===== config.mk =====
export PLATFORM = sky130hd
export DESIGN_NAME = risc_load_store_unit
export DESIGN_NICKNAME = d
export VERILOG_FILES = /design/src/rtl/risc_mem_pkg.sv /design/src/rtl/risc_sat_counter.sv /design/src/rtl/risc_load_store_unit.sv
export SDC_FILE = /design/constraint.sdc
export NUM_CORES = 1
export LEC_CHECK = 0
export CELL_PAD_IN_SITES_DETAIL_PLACEMENT = 1
export CELL_PAD_IN_SITES_GLOBAL_PLACEMENT = 1
export CORE_UTILIZATION = 36
export DETAILED_ROUTE_END_ITERATION = 8
export GPL_TIMING_DRIVEN = 0
export PLACE_DENSITY = 0.87
export SYNTH_ARGS = -nofsm -noshare
export SYNTH_HDL_FRONTEND = slang
export SYNTH_SLANG_ARGS = --single-unit

===== constraint.sdc =====
create_clock -name clk -period 11.3 [get_ports clk]
set_input_delay 2.26 -clock clk [delete_from_list [all_inputs] [get_ports clk]]
set_output_delay 2.26 -clock clk [all_outputs]
set_load 0.05 [all_outputs]

===== src/rtl/risc_mem_pkg.sv =====
// Shared definitions for the load/store unit: FSM states and default widths.
package risc_mem_pkg;

    localparam int DEF_DATA_W    = 32;
    localparam int DEF_ADDR_W    = 32;
    localparam int DEF_MEM_DEPTH = 1024;
    localparam int CNT_W         = 16;

    typedef enum logic [1:0] {
        IDLE   = 2'd0,
        ACCESS = 2'd1,
        RESP   = 2'd2
    } lsu_state_t;

endpackage


===== src/rtl/risc_sat_counter.sv =====
// Saturating up-counter with asynchronous reset; holds at all-ones.
module risc_sat_counter
    import risc_mem_pkg::*;
#(
    parameter int W = CNT_W
) (
    input  logic         clk,
    input  logic         reset,
    input  logic         inc,
    output logic [W-1:0] count
);

    // Count one event per inc pulse, sticking at the maximum value.
    always_ff @(posedge clk or posedge reset) begin
        if (reset) begin
            count <= '0;
        end else if (inc && (count != '1)) begin
            count <= count + 1'b1;
        end
    end

endmodule


===== src/rtl/risc_load_store_unit.sv =====
// Load/store unit: accepts one request from EX, performs a single-cycle
// memory access, then holds the response until WB consumes it.
module risc_load_store_unit
    import risc_mem_pkg::*;
#(
    parameter int DATA_W    = DEF_DATA_W,
    parameter int ADDR_W    = DEF_ADDR_W,
    parameter int MEM_DEPTH = DEF_MEM_DEPTH
) (
    input  logic              clk,
    input  logic              reset,
    input  logic              req_valid,
    output logic              req_ready,
    input  logic              req_we,
    input  logic [ADDR_W-1:0] req_addr,
    input  logic [DATA_W-1:0] req_wdata,
    input  logic [4:0]        req_rd,
    output logic              mem_mw,
    output logic [ADDR_W-1:0] mem_addr,
    output logic [DATA_W-1:0] mem_wdata,
    input  logic [DATA_W-1:0] mem_rdata,
    output logic              resp_valid,
    input  logic              resp_ready,
    output logic [DATA_W-1:0] resp_rdata,
    output logic [4:0]        resp_rd,
    output logic              resp_we,
    output logic              resp_fault,
    output logic [15:0]       ld_cnt,
    output logic [15:0]       st_cnt
);

    lsu_state_t        state;
    logic              op_we;
    logic [ADDR_W-1:0] op_addr;
    logic [DATA_W-1:0] op_wdata;
    logic [4:0]        op_rd;
    logic              in_range;
    logic              done;
    logic              ld_inc;
    logic              st_inc;

    // Extra top bit keeps the compare correct even when MEM_DEPTH == 2**ADDR_W.
    assign in_range = ({1'b0, op_addr} < (ADDR_W + 1)'(MEM_DEPTH));

    // Strobe is decoded from state so an async reset drops it at once.
    assign req_ready  = (state == IDLE);
    assign resp_valid = (state == RESP);
    assign mem_mw     = (state == ACCESS) && op_we && in_range;
    assign mem_addr   = op_addr;
    assign mem_wdata  = op_wdata;

    // Counters only advance on the WB handshake of a non-faulting response.
    assign done   = (state == RESP) && resp_ready && !resp_fault;
    assign ld_inc = done && !resp_we;
    assign st_inc = done && resp_we;

    // Request/response sequencing: IDLE -> ACCESS -> RESP -> IDLE.
    always_ff @(posedge clk or posedge reset) begin
        if (reset) begin
            state      <= IDLE;
            op_we      <= 1'b0;
            op_addr    <= '0;
            op_wdata   <= '0;
            op_rd      <= '0;
            resp_rdata <= '0;
            resp_rd    <= '0;
            resp_we    <= 1'b0;
            resp_fault <= 1'b0;
        end else begin
            case (state)
                IDLE: begin
                    if (req_valid) begin
                        op_we    <= req_we;
                        op_addr  <= req_addr;
                        op_wdata <= req_wdata;
                        op_rd    <= req_rd;
                        state    <= ACCESS;
                    end
                end
                ACCESS: begin
                    resp_rdata <= (!op_we && in_range) ? mem_rdata : '0;
                    resp_fault <= !in_range;
                    resp_we    <= op_we;
                    resp_rd    <= op_rd;
                    state      <= RESP;
                end
                RESP: begin
                    if (resp_ready) begin
                        state <= IDLE;
                    end
                end
                default: state <= IDLE;
            endcase
        end
    end

    risc_sat_counter #(.W(CNT_W)) u_ld_cnt (
        .clk   (clk),
        .reset (reset),
        .inc   (ld_inc),
        .count (ld_cnt)
    );

    risc_sat_counter #(.W(CNT_W)) u_st_cnt (
        .clk   (clk),
        .reset (reset),
        .inc   (st_inc),
        .count (st_cnt)
    );

endmodule


==> reports/metrics.yaml, run 1 <==
cts_post_setup_buffers_inserted: 0
ys.flop_type: "dfrtp_1"
grt_pass1_wl_mm: 28.3
vias_per_cell: 5.10
die_height_um: 129
crit_chain: "or4_1 -> or4_4 -> nor2_1 -> and2_1 -> clkdlybuf4s50_1"
cts-root-buf: "clkbuf_16"
ir_drop_mv: 0.211
drv_cap: 0
final_common_cell: "clkdlybuf4s50_1"
rsz0062_at_grt: "false"
synth_cell_types: 37
required_ns: 9.04
start_util: 0.375
wire_per_inst_um: 20.4
place_congestion: 0.814
syn_area_per_cell_um2: 14.2
cts_resized: 0
finClkSkew_ns: 0.00905
overflow: 0
cts_buffer_depth: 2
antenna_found_initial: 0
track_usage: 0.230
setup_violations: 0
cts_buffers: 17
path_max_fanout: 3
htree_levels: 4
pwr-share-comb: 0.458
crit_buf_inv: 1
hold-worst-slack_ns: 0.494
crit_family: "simple AND/OR/NAND/NOR gates"
cts_hold_buf: 0
diodes: 0
coreArea_mm2: 0.0154
netlist_top_cells_area: "dfrtp_1 (62%), mux2_2 (16%), a22o_2 (5.4%)"
ys_warn_count: 0
powerDensity_mw_per_mm2: 267
pin_count: 244
clk_pin_slew_ns: 0.06
min_path_type: "reg -> reg"
slowest_delay_ns: 0.84
dr.pass1.iters: 4
syn_inst: 406
die_x_um: 129
outcome: "finished, final reports clean"
power.share.clock: 0.225
grt_pass1_vias: 5081
rows: 45
nets: 777
worst_slew_margin_rel: 0.561
p_leak_nw: 3.84
final_cell_mix: "clkdlybuf4s50_1 (243), dfrtp_1 (143), mux2_2 (81)"
final_cells: 893
p_sw_mw: 1.03
detailedRoute.firstIterationViolations: 192
period_needed_ns: 5.32
area_growth_pct: 57.1
die_area_mm2: 0.0166
cts.sinks: 143
period_share: 0.471
synthesis.area_mm2: 0.00578
drc: 0
maxSlewViolCount: 0
worstPathArrival_ns: 3.06
ant_nets: 0
port_buffers: 243
synth_fp_nets: 514
cp-start-kind: "register"
max_freq_mhz: 188
crit_type: "reg -> out"
synth-async-reset-ratio: 1.00
dpl.hpwl_mm: 13.5
synth_enable_flop_cells: 0
tritoncts: "done"
yosysTopAreaCell: "dfrtp_1"
critPathCaptureType: "output port"
final_core_util: 0.589
cp_slowest_cell: "clkdlybuf4s50_1"
vias: 4552
placed_cells: 861
worst_pin_slew_ns: 0.658
ys_seq_elements: 143
yosysSeqAreaShare: 0.619
totalWireLength_mm: 18.2
grt_max_degree: 75
layout-drive-gt1-share: 0.221
clk_latency_ns: 0.42
synth_top_area_frac: 0.619
hold_violations: 0
switching_share: 0.424
fin_tns_setup_ns: 0
p_seq_frac: 0.317
p_int_mw: 1.40
cells by family (layout without fill, tap and decap cells):
family / after synthesis / in the layout / share of synthesized area
DFF: 143 / 143 / 0.619
muxes: 81 / 81 / 0.158
and+or+nand+nor: 77 / 77 / 0.0818
AOI/OAI and AO/OA: 51 / 51 / 0.0774
xor gates and xnor gates: 26 / 26 / 0.0394
buffers and inverters: 26 / 302 / 0.0208
adders and majority gates: 2 / 2 / 0.00433
worst reg2reg max path, cell delays in order, from the launching register on:
cell      delay [ns]
dfrtp_1         0.40
nor4bb_1        0.39
clkbuf_1        0.34
nor2b_1         0.44
o21ai_0         0.25
mux2_2          0.32
worst paths after layout:
kind | end | slack (ns) | cells after the start | start
max in group asynchronous | state[0]$_DFFE_PP0P_ | 8.19 | 3 | reset
worst max register to register | u_ld_cnt.count[1]$_DFFE_PP0P_ | 9.04 | 5 | state[0]$_DFFE_PP0P_
worst min register to register | u_st_cnt.count[15]$_DFFE_PP0P_ | 0.49 | 1 | u_st_cnt.count[15]$_DFFE_PP0P_
worst max-delay path | mem_mw | 5.98 | 5 | mem_addr[17]$_DFFE_PP0P_
min in group asynchronous | mem_wdata[26]$_DFFE_PP0P_ | 2.32 | 2 | reset
worst min-delay path | u_st_cnt.count[15]$_DFFE_PP0P_ | 0.49 | 1 | u_st_cnt.count[15]$_DFFE_PP0P_
layer usage:
layer	vias to the layer above	share of wire	track usage
li1	2026	-	-
met5	-	0	0
met1	2279	0.38	0.252
met2	216	0.52	0.403
met3	31	0.078	0.0811
met4	0	0.028	0.0990
cells in the mapped netlist, drive strengths merged, types with 2 or more instances:
library cell  instances
dfrtp               143
mux2                 81
a22o                 32
clkbuf               18
xor2                 16
nand3                12
nand4                10
xnor2                10
nand2                 9
nor4                  9
and3                  7
and4                  5
nor2                  5
and2                  4
buf                   4
inv                   4
nand2b                4
nor3                  4
o211ai                4
o21ai                 4
a211oi                3
a21oi                 3
a2111oi               2
ha                    2
nor4b                 2
or4                   2
state kept, by name, indices dropped and copies added, names as in the netlist:
signal and count:
state 2, op_we 1, resp_fault 1, resp_we 1, op_rd 5, resp_rd 5, u_ld_cnt.count 16, mem_wdata 32
resp_rdata 32, u_st_cnt.count 16, mem_addr 32
area by class of cell:
| type | instances | area [um^2] |
|---|---|---|
| well taps | 211 | 264 |
| clock inverters | 14 | 145 |
| repair buffers | 244 | 2460 |
| plain buffers | 22 | 105 |
| fillers | 1559 | 6340 |
| multi-input cells | 237 | 2090 |
| inverters | 4 | 20.0 |
| flip-flops and latches | 143 | 3580 |
| clock buffers | 18 | 429 |
metrics by stage:
step                total power [mW]  setup slack (ns)  cell area (um^2)
floorplan                       1.46              5.20              5780
global placement                1.85              3.42              8480
detailed placement              1.89              6.42              8510
CTS                             2.45              5.95              9090
global route                    2.52              5.86              9090
finish                          2.42              5.98              9090
power by group through the flow:
stage          Sequential (mW)  Combinational (mW)  Clock (mW)
2_1_floorplan             1.22               0.242           0
3_3_place_gp             0.760                1.09           0
3_5_place_dp             0.775                1.11           0
4_1_cts                  0.772                1.12       0.558
5_1_grt                  0.790                1.16       0.580
6_report                 0.768                1.11       0.546
(Power assumes the default switching activity.)
==> run 2: changes to the inputs <==
--- a/config.mk
+++ b/config.mk
@@ -7,10 +7,10 @@
 export LEC_CHECK = 0
 export CELL_PAD_IN_SITES_DETAIL_PLACEMENT = 1
 export CELL_PAD_IN_SITES_GLOBAL_PLACEMENT = 1
-export CORE_UTILIZATION = 36
+export CORE_UTILIZATION = 33
 export DETAILED_ROUTE_END_ITERATION = 8
 export GPL_TIMING_DRIVEN = 0
-export PLACE_DENSITY = 0.87
+export PLACE_DENSITY = 0.81
 export SYNTH_ARGS = -nofsm -noshare
 export SYNTH_HDL_FRONTEND = slang
 export SYNTH_SLANG_ARGS = --single-unit
==> constraint.sdc (replaced) <==
create_clock -name clk -period 5.1 [get_ports clk]
set_input_delay 1.02 -clock clk [delete_from_list [all_inputs] [get_ports clk]]
set_output_delay 1.02 -clock clk [all_outputs]
set_load 0.05 [all_outputs]
==> run 2 against run 1 <==
  * Cell count is 1.6% higher
  * Register-to-register slack worse by 6.2 ns
  * Combinational power is 120% higher
  * Largest power group unchanged
==> reports/metrics.yaml, run 2 (same netlist as run 1, synthesis figures left out) <==
grt_max_degree: 75
antenna_found_initial: 0
htree_levels: 4
area_growth_pct: 57.9
finClkSkew_ns: 0.00910
crit_chain: "or4_1 -> or4_4 -> nor2_1 -> and2_1 -> clkdlybuf4s50_1"
layout-drive-gt1-share: 0.220
hold_violations: 0
pwr-share-comb: 0.453
place_ws_ns: 1.49
p_seq_frac: 0.313
start_util: 0.337
slowest_delay_ns: 0.83
cts_hold_buf: 0
ir_drop_mv: 0.424
path_max_fanout: 3
final_cells: 907
pin_count: 244
crit_type: "reg -> out"
cts_buffers: 17
cts_buffer_depth: 2
dr.pass1.iters: 7
max_freq_mhz: 247
die_area_mm2: 0.0181
track_usage: 0.204
cts.sinks: 143
nets: 777
cp_slowest_cell: "clkdlybuf4s50_1"
p_leak_nw: 3.86
hold-worst-slack_ns: 0.505
switching_share: 0.418
setup_ws_ns: 1.05
period_share: 0.795
drc: 0
dpl.hpwl_mm: 13.1
worstPathArrival_ns: 3.03
clk_latency_ns: 0.41
ant_nets: 0
clk_pin_slew_ns: 0.06
drv_cap: 0
grt_pass1_vias: 5068
totalWireLength_mm: 17.6
worst_slew_margin_rel: 0.543
port_buffers: 243
placed_cells: 875
powerDensity_mw_per_mm2: 594
final_cell_mix: "clkdlybuf4s50_1 (243), dfrtp_1 (143), mux2_2 (81)"
critPathCaptureType: "output port"
vias: 4492
cts_resized: 0
diodes: 0
required_ns: 4.08
outcome: "finished, final reports clean"
grt_pass1_wl_mm: 28.1
power.share.clock: 0.235
rsz0062_at_grt: "false"
detailedRoute.firstIterationViolations: 121
worst_pin_slew_ns: 0.685
die_height_um: 134
place_congestion: 0.774
tritoncts: "done"
wire_per_inst_um: 19.4
finalPower_mw: 5.43
overflow: 0
min_path_type: "reg -> reg"
p_int_mw: 3.16
die_x_um: 134
setup_violations: 0
p_sw_mw: 2.27
final_common_cell: "clkdlybuf4s50_1"
rows: 48
vias_per_cell: 4.95
period_needed_ns: 4.05
cts_post_setup_buffers_inserted: 0
cp-start-kind: "register"
maxSlewViolCount: 0
fillers: 1771
cts-root-buf: "clkbuf_16"
coreArea_mm2: 0.0172
-- run 2: power by group through the flow --
| stage | combinational, mW | sequential [mW] | clock, mW |
|---|---|---|---|
| 6_report | 2.46 | 1.70 | 1.27 |
| 5_1_grt | 2.55 | 1.75 | 1.35 |
| 4_1_cts | 2.48 | 1.71 | 1.31 |
| 3_5_place_dp | 2.47 | 1.72 | 0 |
| 3_3_place_gp | 2.43 | 1.69 | 0 |
| 2_1_floorplan | 0.537 | 2.71 | 0 |
-- run 2: layout make-up --
class                      count  area (um^2)  area share
clock inverter                12          158      0.0173
timing repair buffer         244         2460       0.269
multi-input combinational    237         2090       0.228
inverter                       4         20.0     0.00219
tap                          225          282      0.0308
clock buffer                  20          447      0.0489
buffer                        22          105      0.0115
sequential                   143         3580       0.392
-- run 2: worst max-delay path: cells and delay by family (launching register included) --
kind | cells | cell delay (ns)
buffers and inverters | 1 | 0.83
DFF | 1 | 0.40
and+or+nand+nor | 4 | 1.39
-- run 2: stage by stage --
step / cell area, um^2 / TNS [ns] / util
detailed placement: 8530 / 0 / 0.497
finish: 9140 / 0 / 0.532
CTS: 9140 / 0 / 0.532
global placement: 8500 / -239.59 / 0.495
global route: 9140 / 0 / 0.532
floorplan: 5780 / 0 / -
-- run 2: metal layers --
layer	vias up	track usage	part of all wire
li1	2018	-	-
met1	2254	0.230	0.39
met2	186	0.346	0.51
met3	34	0.0707	0.077
met4	0	0.0949	0.032
met5	-	0	0
-- run 2: path summary, 6_finish.rpt --
kind | end | slack [ns] | cells after the start | startpoint
min in group asynchronous | u_ld_cnt.count[11]$_DFFE_PP0P_ | 1.07 | 2 | reset
max in group asynchronous | mem_addr[19]$_DFFE_PP0P_ | 3.24 | 3 | reset
min | u_st_cnt.count[6]$_DFFE_PP0P_ | 0.50 | 1 | u_st_cnt.count[6]$_DFFE_PP0P_
min reg2reg | u_st_cnt.count[6]$_DFFE_PP0P_ | 0.50 | 1 | u_st_cnt.count[6]$_DFFE_PP0P_
max | mem_mw | 1.05 | 5 | mem_addr[17]$_DFFE_PP0P_
max reg2reg | mem_wdata[3]$_DFFE_PP0P_ | 2.84 | 5 | state[0]$_DFFE_PP0P_
